==> src/rtl/mc_control_unit.sv <==
// Multicycle ARM-subset control unit: main FSM with registered Moore
// controls, ALU decoder, condition flags register and condition check.
module mc_control_unit (
  input  logic       clk,
  input  logic       rst,
  input  logic [3:0] Cond,
  input  logic [1:0] Op,
  input  logic [5:0] Funct,
  input  logic [3:0] Rd,
  input  logic [3:0] ALUFlags,
  output logic       PCWrite,
  output logic       IRWrite,
  output logic       RegWrite,
  output logic       MemWrite,
  output logic       AdrSrc,
  output logic       ALUSrcA,
  output logic [1:0] ALUSrcB,
  output logic [1:0] ResultSrc,
  output logic [1:0] ImmSrc,
  output logic [1:0] RegSrc,
  output logic [1:0] ALUControl,
  output logic [3:0] state
);

  typedef enum logic [3:0] {
    S_FETCH  = 4'd0,
    S_DECODE = 4'd1,
    S_MEMADR = 4'd2,
    S_MEMRD  = 4'd3,
    S_MEMWB  = 4'd4,
    S_MEMWR  = 4'd5,
    S_EXECR  = 4'd6,
    S_EXECI  = 4'd7,
    S_ALUWB  = 4'd8,
    S_BRANCH = 4'd9
  } state_t;

  // Moore control bundle, registered together with the state so every
  // control is a flop output for the state it belongs to.
  typedef struct packed {
    logic       next_pc;
    logic       ir_w;
    logic       reg_w;
    logic       mem_w;
    logic       branch;
    logic       alu_op;
    logic       adr_src;
    logic       alu_src_a;
    logic [1:0] alu_src_b;
    logic [1:0] result_src;
  } ctl_t;

  state_t     state_q, state_d;
  ctl_t       ctl_q, ctl_d;
  logic [3:0] flags_q, flags_d;   // {N,Z,C,V}
  logic [1:0] flag_w;
  logic       no_write;
  logic       cond_ex;
  logic       pcs;
  logic [3:0] cmd;

  assign cmd = Funct[4:1];

  // Per-state Moore control values; anything not listed stays 0.
  function automatic ctl_t moore_ctl(input state_t s);
    ctl_t c;
    c = '0;
    case (s)
      S_FETCH: begin
        c.alu_src_a = 1'b1; c.alu_src_b = 2'b10; c.result_src = 2'b10;
        c.ir_w = 1'b1; c.next_pc = 1'b1;
      end
      S_DECODE: begin
        c.alu_src_a = 1'b1; c.alu_src_b = 2'b10; c.result_src = 2'b10;
      end
      S_MEMADR: c.alu_src_b = 2'b01;
      S_MEMRD:  c.adr_src = 1'b1;
      S_MEMWB: begin
        c.result_src = 2'b01; c.reg_w = 1'b1;
      end
      S_MEMWR: begin
        c.adr_src = 1'b1; c.mem_w = 1'b1;
      end
      S_EXECR:  c.alu_op = 1'b1;
      S_EXECI: begin
        c.alu_src_b = 2'b01; c.alu_op = 1'b1;
      end
      S_ALUWB:  c.reg_w = 1'b1;
      S_BRANCH: begin
        c.alu_src_b = 2'b01; c.result_src = 2'b10; c.branch = 1'b1;
      end
      default:  c = '0;
    endcase
    return c;
  endfunction

  // Next-state logic; unused encodings fall back to FETCH.
  always_comb begin
    state_d = S_FETCH;
    case (state_q)
      S_FETCH:  state_d = S_DECODE;
      S_DECODE: begin
        case (Op)
          2'b00:   state_d = Funct[5] ? S_EXECI : S_EXECR;
          2'b01:   state_d = S_MEMADR;
          2'b10:   state_d = S_BRANCH;
          default: state_d = S_FETCH;
        endcase
      end
      S_MEMADR: state_d = Funct[0] ? S_MEMRD : S_MEMWR;
      S_MEMRD:  state_d = S_MEMWB;
      S_EXECR:  state_d = S_ALUWB;
      S_EXECI:  state_d = S_ALUWB;
      default:  state_d = S_FETCH;
    endcase
    ctl_d = moore_ctl(state_d);
  end

  // State and Moore control registers.
  always_ff @(posedge clk or posedge rst) begin
    if (rst) begin
      state_q <= S_FETCH;
      ctl_q   <= moore_ctl(S_FETCH);
    end else begin
      state_q <= state_d;
      ctl_q   <= ctl_d;
    end
  end

  // ALU decoder; NoWrite follows the current Funct regardless of state.
  always_comb begin
    ALUControl = 2'b00;
    flag_w     = 2'b00;
    no_write   = (cmd == 4'b1010);
    if (ctl_q.alu_op) begin
      case (cmd)
        4'b0100: ALUControl = 2'b00;
        4'b0010: ALUControl = 2'b01;
        4'b0000: ALUControl = 2'b10;
        4'b1100: ALUControl = 2'b11;
        4'b1010: ALUControl = 2'b01;
        default: ALUControl = 2'b00;
      endcase
      flag_w[1] = Funct[0];
      flag_w[0] = Funct[0] & ((ALUControl == 2'b00) | (ALUControl == 2'b01));
      if (cmd == 4'b1010) flag_w = 2'b11;
    end
  end

  // Condition check against the stored flags.
  always_comb begin
    cond_ex = 1'b0;
    case (Cond)
      4'b0000: cond_ex = flags_q[2];
      4'b0001: cond_ex = ~flags_q[2];
      4'b0010: cond_ex = flags_q[1];
      4'b0011: cond_ex = ~flags_q[1];
      4'b0100: cond_ex = flags_q[3];
      4'b0101: cond_ex = ~flags_q[3];
      4'b0110: cond_ex = flags_q[0];
      4'b0111: cond_ex = ~flags_q[0];
      4'b1000: cond_ex = flags_q[1] & ~flags_q[2];
      4'b1001: cond_ex = ~flags_q[1] | flags_q[2];
      4'b1010: cond_ex = (flags_q[3] == flags_q[0]);
      4'b1011: cond_ex = (flags_q[3] != flags_q[0]);
      4'b1100: cond_ex = ~flags_q[2] & (flags_q[3] == flags_q[0]);
      4'b1101: cond_ex = flags_q[2] | (flags_q[3] != flags_q[0]);
      4'b1110: cond_ex = 1'b1;
      default: cond_ex = 1'b0;
    endcase
  end

  // Flags capture on the edge leaving an execute state, gated by CondEx.
  always_comb begin
    flags_d = flags_q;
    if (((state_q == S_EXECR) || (state_q == S_EXECI)) && cond_ex) begin
      if (flag_w[1]) flags_d[3:2] = ALUFlags[3:2];
      if (flag_w[0]) flags_d[1:0] = ALUFlags[1:0];
    end
  end

  // Flags register.
  always_ff @(posedge clk or posedge rst) begin
    if (rst) flags_q <= 4'b0000;
    else     flags_q <= flags_d;
  end

  // Write enables are held low for the whole of reset so an aborted
  // instruction cannot write anything.
  always_comb begin
    pcs       = (ctl_q.reg_w & (Rd == 4'hF)) | ctl_q.branch;
    PCWrite   = ~rst & (ctl_q.next_pc | (pcs & cond_ex));
    IRWrite   = ~rst & ctl_q.ir_w;
    RegWrite  = ~rst & ctl_q.reg_w & cond_ex & ~no_write;
    MemWrite  = ~rst & ctl_q.mem_w & cond_ex;
    AdrSrc    = ctl_q.adr_src;
    ALUSrcA   = ctl_q.alu_src_a;
    ALUSrcB   = ctl_q.alu_src_b;
    ResultSrc = ctl_q.result_src;
    ImmSrc    = Op;
    RegSrc    = {(Op == 2'b01), (Op == 2'b10)};
    state     = state_q;
  end

endmodule

==> config.mk <==
export PLATFORM = sky130hd
export DESIGN_NAME = mc_control_unit
export DESIGN_NICKNAME = d
export VERILOG_FILES = /design/src/rtl/mc_control_unit.sv
export SDC_FILE = /design/constraint.sdc
export NUM_CORES = 1
export LEC_CHECK = 0
export BUFFER_PORTS_ARGS = -buffer_cell sky130_fd_sc_hd__buf_2
export CORE_AREA = 4 4 72 48
export CTS_CLUSTER_SIZE = 16
export DETAILED_ROUTE_END_ITERATION = 10
export DIE_AREA = 0 0 76 52
export GPL_ROUTABILITY_DRIVEN = 1
export MAX_ROUTING_LAYER = met4
export PLACE_DENSITY = 0.71
export SYNTH_ARGS = -nofsm -noshare
export SYNTH_HDL_FRONTEND = slang
export SYNTH_SLANG_ARGS = --single-unit
==> constraint.sdc <==
create_clock -name clk -period 1.8 [get_ports clk]
set_input_delay 0.09 -clock clk [delete_from_list [all_inputs] [get_ports clk]]
set_output_delay 0.09 -clock clk [all_outputs]
set_load 0.02 [all_outputs]
# Word level (Yosys, flattened, before mapping)
# Index checks and enable logic that the tools add are counted.
# totals
reg_bits,20
input_bits,22
out_inout_bits,20
elab_cells,110
# classes
n_eq_ne,37
n_mux,19
bitwise_logic,23
reduce_logical,18
# op_table
operator,n
equality test 4 bit (second input constant),12
equality test 4 x 3 -> 1 bit (second input constant),10
equality test 4 x 2 -> 1 bit (second input constant),7
case mux 4 bit (5 select lines),1
zero test 4 bit,4
case mux 1 bit (15 select lines),1
bitwise AND 1 bit,12
equality test 4 x 1 -> 1 bit (second input constant),3
case mux 4 bit (3 select lines),1
OR reduction 2 bit,6
two-way mux 2 bit,5
case mux 2 bit (2 select lines),2
two-way mux 1 bit,7
inverter 1 bit,6
case mux 2 bit (3 select lines),1
OR reduction 3 bit,2
OR 1 bit,5
equality test 2 x 1 -> 1 bit (second input constant),2
zero test 2 bit,2
AND reduction 2 bit,2
two-way mux 3 bit,1
equality test 2 bit (second input constant),1
equality test 1 bit,1
logical AND 1 bit,1
other kinds (2),2

# Longest topological paths before layout
# Gate-level depths: netlist of run 1.
# depth
depth_word,10
mapped_depth,6
mapped_depth_nobuf,5

# Worst setup path after synthesis of run 1
# No wires, ideal clock.
# synth_timing
kind,reg2out
startpoint,register flags_q[3]
endpoint,output port RegWrite
arrival_time_ns,1.991
t_required_ns,1.710
slack_ns,-0.281
stages_incl_launch_ff,7
path_cell_list,dfrtp_1 > buf_2 > xnor2_1 > a22oi_1 > mux2i_1 > nor3_1 > nor4b_1
# synth_via
elab_chain_len,5
elab_cells_between_ends,8
classes_between,2 x eq/ne; 1 x mux; 5 x bitwise
# synth_rtl
element,line,text
"start, declared",55,"logic [3:0] flags_q, flags_d;"
"start signal, assigned",185,else flags_q <= flags_d;
!= test 1 bit or equality test 1 bit (tied branches),n/a,
OR 1 bit or bitwise AND 1 bit (tied branches),"167, 166",
case mux 1 bit (15 select lines) *,153,case (Cond)
bitwise AND 1 bit * (2 in series),194,RegWrite = ~rst & ctl_q.reg_w & cond_ex & ~no_write;
"end, declared",13,"output logic RegWrite,"
# Mark *: on every way between the ends. The rest lies on a longest branch, timed or not.

# Final worst setup path of run 1
# layout_timing
startpoint,register flags_q[0]
endpoint,output port RegWrite
# The elaborated chain is that of the path after synthesis.

==> results.py, run 1 <==
metrics = {
    "floorplanning": {
        "dieArea_mm2": 0.003952,
        "row_count": 15,
        "initial_core_util_pct": 42.95,
        "die_h_um": 52,
        "pin_count": 42,
        "core_area_mm2": 0.002759,
        "die_x_um": 76,
    },
    "detailed_routing": {
        "wl_per_cell_um": 14.51,
        "num_vias": 1016,
        "final_antenna_net_count": 0,
        "drc_errors": 0,
        "drtPass1Iterations": 4,
        "viasPerCell": 5.157,
        "drt_wl_total_mm": 2.858,
        "drt-initial-drc-count": 45,
    },
    "logic_synthesis": {
        "synth_cell_types": 38,
        "ys_seq_elements": 19,
        "synth_warnings": 0,
        "synth_edf_count": 0,
        "synth_common_cells": "dfrtp_1, nor2_1, nor3_1",
        "synth.most_common_cell": "dfrtp_1",
        "synthFlopType": "dfrtp_1",
        "synth_fp_nets": 142,
        "synth-seq-area-share_pct": 40.55,
        "synth_area_leaders": "dfrtp_1, dfstp_2, buf_4",
        "avgSynthCellArea_um2": 9.874,
        "synth_area_mm2": 0.001185,
        "synth_top_area_share_pct": 31.68,
        "async_flop_share_pct": 100.0,
        "synth_largest_area_cell": "dfrtp_1",
        "syn_inst": 120,
    },
    "power_and_ir_drop": {
        "p_comb_share_pct": 44.7,
        "power_mw": 1.794,
        "leakagePower_nw": 0.7655,
        "p_seq_share_pct": 39.5,
        "p_clk_share_pct": 15.9,
        "switching_power_uw": 712.1,
        "p_sw_share_pct": 39.70,
        "internal-power_mw": 1.082,
        "ir_drop_mv": 0.4721,
        "power-per-cell-area_mw_per_mm2": 1139,
    },
    "clocking": {
        "cts_buffer_depth": 2,
        "root_buffer": "clkbuf_8",
        "cts-htree-levels": 1,
        "path_clk_slew_ns": 0.07,
        "cts_made_buffers": 3,
        "cts_tree": "yes",
        "cts_sinks": 19,
        "clock_latency_ns": 0.25,
    },
    "timing": {
        "setup_viol": 7,
        "tightest_slew_ns": 0.3758,
        "skew_ns": 0.0007841,
        "final.setup.worst_slack_ns": -0.1975,
        "hold_violations": 0,
        "rsz0062_at_grt": "yes",
        "max_clock_freq_mhz": 500.6,
        "maxSlewHeadroom_pct": 74.85,
        "fin_crit_ns": 1.998,
        "finalMaxSlewViolations": 0,
        "period_share_pct": 111.0,
    },
    "cells_and_area": {
        "synthToLayoutAreaGrowth_pct": 32.95,
        "drive_above_1_share_pct": 50.92,
        "final_nets": 186,
        "final_core_util_pct": 57.10,
        "diodes": 0,
        "design_area_mm2": 0.001575,
        "nFillCells": 242,
    },
    "critical_path": {
        "crit_family": "simple AND/OR/NAND/NOR gates",
        "worstPathRequired_ns": 1.71,
        "path_cells": "and4bb_1 > nor2_1 > a31oi_2 > nor3_4 > nor4b_2 > buf_2",
        "crit_path_top_delay_cell": "dfrtp_2",
        "critPathBufInv": 1,
        "arrival_ns": 1.91,
        "endpoint_kind": "primary output",
        "start_kind": "flip-flop",
        "path_class": "flip-flop to primary output",
        "cp_slowest_stage_delay_ns": 0.45,
        "critPathMaxFanout": 7,
    },
    "grt": {
        "grt_start_max_net_pins": 20,
        "grt_pass1_wl_mm": 4.961,
        "antenna_found_initial": 0,
        "grt_usage_pct": 15.94,
        "overflow": 0,
        "grt_pass1_vias": 1060,
    },
    "hold_path": {
        "holdCritPathClass": "input port to flip-flop",
    },
    "outcome": {
        "violations": "negative setup slack",
        "run_status": "finished, violations left",
    },
    "placed_design": {
        "place_hpwl_mm": 2.177,
        "place.gp.congestion": 0.9141,
        "preCtsSetupSlack_ns": -0.1783,
        "io_buffers": 41,
        "dpl_cell_area_mm2": 0.001398,
    },
    "flow_run": {
        "drv_cap": 0,
    },
}
## layer usage
layer / vias to the layer above / part of all wire [%] / track usage (%)
met1: 474 / 46 / 20.66
met2: 32 / 46 / 25.28
met5: - / 0 / -
met4: 0 / 0.80 / 3.550
li1: 508 / - / -
met3: 2 / 7.0 / 4.152
## repair_timing
| item | 4_1_cts | 5_1_grt |
|---|---|---|
| endpoints found under the setup margin | 7 | 9 |
| cloned | 0 | 0 |
| resized for setup | 18 | 4 |
| hold buffers | 1 | 0 |
| endpoints found under the hold margin | 15 | 0 |
| buffers inserted | 4 | 0 |
| pin swaps | 9 | 2 |
## power groups by stage
stage | logic, mW | registers, mW | clock network, mW
finish | 0.801 | 0.708 | 0.285
global route | 0.874 | 0.730 | 0.323
CTS | 0.788 | 0.702 | 0.299
detailed placement | 0.747 | 0.708 | 0
global placement | 0.737 | 0.698 | 0
floorplan | 0.499 | 0.747 | 0
## through the flow
step / TNS [ns] / hold WS (ns) / cells
6_report: -0.9466 / 0.06021 / 197
5_1_grt: -1.806 / 0.05299 / 197
4_1_cts: -0.9326 / 0.05078 / 197
3_5_place_dp: -1.036 / 0.2027 / 188
3_3_place_gp: -0.2746 / 0.1916 / 188
2_1_floorplan: -0.03924 / 0.04666 / 120
## worst register-to-register path, stage by stage, from the launching register on
cell and delay [ns]:
dfrtp_1 0.42, nor2b_1 0.16, a22oi_2 0.21, mux2i_2 0.32, buf_4 0.18, o31a_1 0.20
mux2_1 0.34
## cells by family (layout without fill, tap and decap cells)
kind of cell / Yosys count / after routing / synth area share [%]
xor gates and xnor gates: 5 / 5 / 3.697
DFF: 19 / 19 / 40.55
buffers and inverters: 15 / 58 / 7.814
muxes: 5 / 5 / 4.646
AOI/OAI and AO/OA: 23 / 23 / 15.94
and+or+nand+nor: 53 / 53 / 27.35
## path summary, 6_finish.rpt
check	cells past startpoint	slack [ns]	start	endpoint
max	6	-0.20	flags_q[0]$_DFFE_PP0P_	RegWrite
min	2	0.06	ALUFlags[2]	flags_q[2]$_DFFE_PP0P_
max reg2reg	6	-0.15	flags_q[1]$_DFFE_PP0P_	flags_q[2]$_DFFE_PP0P_
min reg2reg	1	0.57	state[0]$_DFF_PP0_	ctl_q[9]$_DFF_PP0_
max in group asynchronous	4	1.06	rst	ALUSrcB[1]$_DFF_PP1_
min in group asynchronous	4	0.48	rst	ResultSrc[0]$_DFF_PP0_
## state kept, by name (all words and copies together), names as in the netlist
signal,count
flags_q,4
state,4
ResultSrc,2
ALUSrcA,1
ALUSrcB,2
AdrSrc,1
ctl_q,5
## cell usage in the layout (no fill, tap or decap), types with 2 or more instances in the layout
cell type,synthesis,final
o31ai_2,0,2
nor2_1,9,9
nand3b_1,2,2
mux2_2,2,2
o21ai_1,0,2
xor2_1,2,2
o211a_1,2,2
buf_4,7,8
dfstp_2,4,4
dfrtp_1,15,12
xnor2_1,3,2
dfrtp_2,0,3
and2b_2,2,2
and3_1,3,3
inv_1,5,5
nand2_1,6,6
and3b_2,2,2
nand2b_1,3,3
clkbuf_8,0,3
o21a_1,4,4
buf_2,2,39
nor2b_1,7,7
nor3b_2,0,3
o21ai_0,6,4
nor3_1,8,5
nor3b_1,5,2
nor3_2,0,2
## layout make-up
type | count | area [um^2] | area share (%)
Clock inverter | 1 | 5.005 | 0.3177
Timing Repair Buffer | 49 | 276.5 | 17.55
Clock buffer | 3 | 41.29 | 2.621
Multi-Input combinational cell | 86 | 706.9 | 44.88
Sequential cell | 19 | 484.2 | 30.74
Inverter | 5 | 18.77 | 1.191
Tap cell | 34 | 42.54 | 2.701
No activity file was read; power rests on OpenSTA's default activity.
==> run 2, diff against run 1 <==
- CORE_AREA: 4 4 72 48 -> 4 4 72 47
- DIE_AREA: 0 0 76 52 -> 0 0 76 51
- GPL_TIMING_DRIVEN: unset -> 1
- PLACE_DENSITY: 0.71 -> 0.69
- SETUP_SLACK_MARGIN: unset -> 0.1
- clock period: 1.8 -> 2.36 ns (I/O delays scaled with it)
==> run 2 against run 1 <==
Compared with the run above: the flow now finishes without violations; cell count is 0.51% lower; clock-buffer cell count increased by 1; sequential share of layout area up 1.7 points; die area down 1.9%; non-clock buffer count is 1 lower; clock skew up 0.0030 ns; critical path depth did not move; highest routed layer unchanged; worst hold slack improved by 0.022 ns; combinational power down 31%; design area shrank 5.6%; global-route usage shrank 0.99 points; via count did not move.
==> results.py, run 2 (synthesis results as in run 1) <==
metrics = {
    "outcome": {
        "run_status": "finished clean",
    },
    "critical_path": {
        "endpoint_kind": "primary output",
        "reg2reg_to": "flags_q[1]$_DFFE_PP0P_",
        "worstPathRequired_ns": 2.24,
        "rr_startpoint": "flags_q[2]$_DFFE_PP0P_",
        "arrival_ns": 1.98,
        "path_class": "flip-flop to primary output",
        "critPathMaxFanout": 7,
        "ff2ff_path_depth": 7,
        "start_kind": "flip-flop",
        "r2r_slack_ns": 0.36,
    },
    "cells_and_area": {
        "regMostFlops": "ctl_q",
        "drive_above_1_share_pct": 42.59,
        "synthToLayoutAreaGrowth_pct": 25.45,
        "largest_reg_flops": 5,
        "nFillCells": 261,
        "final_nets": 185,
        "mostFrequentLayoutCells": "buf_2, dfrtp_1, nor2_1",
        "final_common_cell": "buf_2",
        "stdcell_count": 196,
        "diodes": 0,
    },
    "clocking": {
        "cts-htree-levels": 1,
        "cts_buffer_depth": 2,
        "path_clk_slew_ns": 0.07,
        "root_buffer": "clkbuf_8",
        "cts_made_buffers": 3,
        "clock_latency_ns": 0.26,
        "cts_sinks": 19,
        "cts_tree": "yes",
    },
    "timing": {
        "skew_ns": 0.003744,
        "period_share_pct": 89.07,
        "fin_crit_ns": 2.102,
        "tightest_slew_ns": 0.4215,
        "rsz0062_at_grt": "no",
        "setup_tns_ns": 0,
        "finalMaxSlewViolations": 0,
        "setup_viol": 0,
        "maxSlewHeadroom_pct": 71.60,
        "hold_violations": 0,
        "max_clock_freq_mhz": 475.7,
        "whs_ns": 0.08231,
    },
    "power_and_ir_drop": {
        "power-per-cell-area_mw_per_mm2": 890.9,
        "switching_power_uw": 527.2,
        "power_mw": 1.324,
        "p_sw_share_pct": 39.81,
        "leakagePower_nw": 0.7439,
        "p_comb_share_pct": 42.0,
        "internal-power_uw": 797.1,
        "p_clk_share_pct": 16.8,
        "ir_drop_mv": 0.5591,
        "p_seq_share_pct": 41.2,
    },
    "detailed_routing": {
        "drt-initial-drc-count": 23,
        "viasPerCell": 5.184,
        "drtPass1Iterations": 4,
        "wl_per_cell_um": 14.36,
        "drc_errors": 0,
        "num_vias": 1016,
        "final_antenna_net_count": 0,
        "drt_wl_total_mm": 2.815,
    },
    "grt": {
        "overflow": 0,
        "grt_pass1_wl_mm": 4.512,
        "grt_usage_pct": 14.94,
        "grt_start_max_net_pins": 21,
        "antenna_found_initial": 0,
        "grt_pass1_vias": 944,
    },
    "placed_design": {
        "place_inst": 186,
        "place.gp.congestion": 0.9034,
        "place_hpwl_mm": 2.137,
        "io_buffers": 41,
    },
    "floorplanning": {
        "core_area_mm2": 0.002759,
        "die_h_um": 51,
        "initial_core_util_pct": 42.95,
        "dieArea_mm2": 0.003876,
        "row_count": 15,
        "die_x_um": 76,
        "pin_count": 42,
    },
    "hold_path": {
        "holdPathStages": 2,
        "holdCritPathClass": "input port to flip-flop",
        "holdCritStartpoint": "ALUFlags[3]",
        "hold_end": "flags_q[3]$_DFFE_PP0P_",
    },
    "flow_run": {
        "drv_cap": 0,
    },
}
## run 2: what timing repair did
action                     in CTS  in global routing
setup endpoints to repair       0                  3
hold endpoints to repair       15                  0
gates resized for setup         0                  6
hold buffers                    1                  0
setup buffers                   0                  5
## run 2: final cells by class
type / count / area, um^2 / share of cell area (%)
multi-input combinational: 86 / 638.1 / 42.93
sequential: 19 / 481.7 / 32.41
timing repair buffer: 48 / 260.3 / 17.51
clock buffer: 4 / 45.04 / 3.030
tap: 34 / 42.54 / 2.862
inverter: 5 / 18.77 / 1.263
## run 2: critical path: stages (launching register included)
cell and delay (ns):
dfrtp_1 0.45, xnor2_1 0.18, a22oi_2 0.20, mux2i_2 0.32
nor3_2 0.12, nor4b_2 0.26, buf_2 0.20
## run 2: worst max-delay path by stage
| stage | startpoint | end | depth (start not counted) |
|---|---|---|---|
| detailed placement | flags_q[3]$_DFFE_PP0P_ | RegWrite | 6 |
| finish | flags_q[0]$_DFFE_PP0P_ | RegWrite | 6 |
| floorplan | flags_q[3]$_DFFE_PP0P_ | RegWrite | 6 |
| CTS | flags_q[3]$_DFFE_PP0P_ | RegWrite | 6 |
| global placement | flags_q[3]$_DFFE_PP0P_ | RegWrite | 6 |
| global route | flags_q[3]$_DFFE_PP0P_ | RegWrite | 6 |
## run 2: metrics by stage
step                      utilization, %  area [um^2]  setup WS, ns
after floorplan                        -         1185        0.2513
after global placement             49.52         1366        0.5033
after detailed placement           49.52         1366        0.4096
after CTS                          51.52         1421        0.1112
after global routing               53.88         1486        0.1421
final                              53.88         1486        0.2579
## run 2: power groups by stage
stage / Combinational, mW / Sequential (mW) / Clock [mW]
final: 0.556 / 0.545 / 0.223
after CTS: 0.544 / 0.543 / 0.226
after global routing: 0.615 / 0.562 / 0.245
after floorplan: 0.375 / 0.570 / 0
after detailed placement: 0.541 / 0.548 / 0
after global placement: 0.532 / 0.542 / 0
## run 2: routing by layer
metal  up-vias  global-route usage, %  part of all wire (%)  wire length [um]
li1        503                      -                     -                 -
met1       478                  18.84                    47              1327
met4         0                  3.550                   1.2                33
met3         6                  5.986                   6.5               184
met5         -                      -                     0                 0
met2        29                  22.59                    45              1270
==> run 3, diff against run 2 <==
- CELL_PAD_IN_SITES_DETAIL_PLACEMENT: unset -> 1
- CELL_PAD_IN_SITES_GLOBAL_PLACEMENT: unset -> 1
- CORE_AREA: 4 4 72 47 -> 4 4 77 50
- DIE_AREA: 0 0 76 51 -> 0 0 81 54
- PLACE_DENSITY: 0.69 -> 0.79
==> run 3 against run 2 <==
Compared with the run above: worst setup slack lost 0.0046 ns; clock-buffer cell count is the same; critical path depth stayed put; maximum frequency decreased by 0.22%; non-clock buffer count down 3; via count is 0.49% lower; first-iteration DRC count grew 74%; utilization down 7.6 points; critical path type unchanged.
==> results.py, run 3 (synthesis results as in run 1) <==
metrics = {
    "outcome": {
        "run_status": "finished clean",
    },
    "detailed_routing": {
        "num_vias": 1011,
        "viasPerCell": 4.956,
        "wl_per_cell_um": 15.07,
        "drtPass1Iterations": 4,
        "final_antenna_net_count": 0,
        "drt-initial-drc-count": 40,
        "drc_errors": 0,
        "drt_wl_total_mm": 3.074,
    },
    "hold_path": {
        "holdCritStartpoint": "ALUFlags[3]",
        "holdPathStages": 2,
        "hold_end": "flags_q[3]$_DFFE_PP0P_",
        "holdCritPathClass": "input port to flip-flop",
    },
    "cells_and_area": {
        "final_nets": 182,
        "synthToLayoutAreaGrowth_pct": 23.65,
        "regMostFlops": "ctl_q",
        "diodes": 0,
        "mostFrequentLayoutCells": "buf_2, dfrtp_1, nor2_1",
        "final_common_cell": "buf_2",
        "largest_reg_flops": 5,
        "final_core_util_pct": 46.32,
        "drive_above_1_share_pct": 39.62,
    },
    "grt": {
        "grt_start_max_net_pins": 21,
        "grtUsageMet2_pct": 22.89,
        "grtUsageMet3_pct": 3.846,
        "grt_util_met1_pct": 19.92,
        "grt_pass1_wl_mm": 4.733,
        "grt_usage_pct": 14.70,
        "top_usage_layer": "met2",
        "overflow": 0,
        "antenna_found_initial": 0,
        "grt_pass1_vias": 976,
    },
    "critical_path": {
        "path_cells": "xnor2_1 > a22oi_1 > mux2i_2 > nor3_2 > nor4b_1 > buf_2",
        "r2r_slack_ns": 0.44,
        "worstPathRequired_ns": 2.24,
        "crit_path_top_delay_cell": "dfrtp_1",
        "critPathMaxFanout": 7,
        "cp_slowest_stage_delay_ns": 0.45,
        "reg2reg_to": "flags_q[2]$_DFFE_PP0P_",
        "endpoint_kind": "primary output",
        "path_class": "flip-flop to primary output",
        "ff2ff_path_depth": 6,
        "arrival_ns": 1.99,
        "cp-startpoint": "flags_q[3]$_DFFE_PP0P_",
        "rr_startpoint": "flags_q[3]$_DFFE_PP0P_",
        "start_kind": "flip-flop",
    },
    "floorplanning": {
        "dieArea_mm2": 0.004374,
        "core_area_mm2": 0.003163,
        "initial_core_util_pct": 37.46,
        "die_x_um": 81,
        "pin_count": 42,
        "die_h_um": 54,
        "row_count": 16,
    },
    "timing": {
        "tightest_slew_ns": 0.4267,
        "final.setup.worst_slack_ns": 0.2534,
        "period_share_pct": 89.26,
        "finalMaxSlewViolations": 0,
        "rsz0062_at_grt": "no",
        "skew_ns": 0.001291,
        "setup_viol": 0,
        "setup_tns_ns": 0,
        "maxSlewHeadroom_pct": 71.25,
        "max_clock_freq_mhz": 474.7,
        "hold_violations": 0,
        "fin_crit_ns": 2.107,
    },
    "placed_design": {
        "io_buffers": 41,
        "place_hpwl_mm": 2.429,
        "place.gp.congestion": 0.8861,
        "preCtsSetupSlack_ns": 0.4234,
    },
    "clocking": {
        "cts-htree-levels": 1,
        "cts_made_buffers": 3,
        "cts_buffer_depth": 2,
        "clock_latency_ns": 0.25,
        "cts_tree": "yes",
        "cts_sinks": 19,
        "root_buffer": "clkbuf_8",
        "path_clk_slew_ns": 0.07,
    },
    "power_and_ir_drop": {
        "power-per-cell-area_mw_per_mm2": 905.2,
        "ir_drop_mv": 0.4330,
        "leakagePower_nw": 0.7287,
    },
    "flow_run": {
        "drv_cap": 0,
    },
}
## run 3: cell types whose count changed in the layout (fill, tap and decap cells not counted)
cell	delta
buf_4	-3
a22oi_1	+1
a22oi_2	-1
dfrtp_1	+1
dfrtp_2	-1
nor4b_1	+1
nor4b_2	-1
## run 3: layer usage
metal / up-vias / routed length [um]
met1: 485 / 1462
li1: 498 / -
met2: 28 / 1424
met5: - / 0
met3: 0 / 187
met4: 0 / 0
## run 3: what timing repair did
| item | in CTS | in global routing |
|---|---|---|
| hold buffers | 1 | 0 |
| setup buffers | 0 | 2 |
| endpoints found under the setup margin | 0 | 3 |
| endpoints found under the hold margin | 15 | 0 |
| gates resized for setup | 0 | 3 |
## run 3: power by group
group,leakage (nW),switching [mW],internal (mW),total [mW]
Clock,0.0228,0.0992,0.120,0.219
Combinational,0.461,0.341,0.217,0.558
Sequential,0.245,0.0962,0.453,0.549
## run 3: layout make-up
cell class                      instances  area (um^2)
Fill cell                             406         1698
Sequential cell                        19        480.5
Clock buffer                            4        45.04
Inverter                                5        18.77
Timing Repair Buffer                   45        237.7
Tap cell                               45        56.30
Multi-Input combinational cell         86        626.9
## run 3: metrics by stage
stage,hold WS [ns],power (mW),instances,cell area [um^2]
CTS,0.08641,1.331,202,1435
global placement,0.1828,1.080,197,1380
floorplan,0.07466,0.9450,120,1185
global route,0.08549,1.426,204,1465
finish,0.08322,1.326,204,1465
detailed placement,0.1878,1.105,197,1380
## run 3: critical path, delay by kind of cell (launching register included)
| family | cells | cell delay (ns) |
|---|---|---|
| buffers and inverters | 1 | 0.22 |
| xor gates and xnor gates | 1 | 0.16 |
| muxes | 1 | 0.28 |
| DFF | 1 | 0.45 |
| AOI/OAI and AO/OA | 1 | 0.23 |
| and+or+nand+nor | 2 | 0.40 |
## run 3: worst max-delay path by stage
stage                to  slack (ns)  cells past startpoint
2_1_floorplan  RegWrite        0.25                      6
3_3_place_gp   RegWrite        0.49                      6
3_5_place_dp   RegWrite        0.42                      6
4_1_cts        RegWrite        0.13                      6
5_1_grt        RegWrite        0.11                      6
6_report       RegWrite        0.25                      6
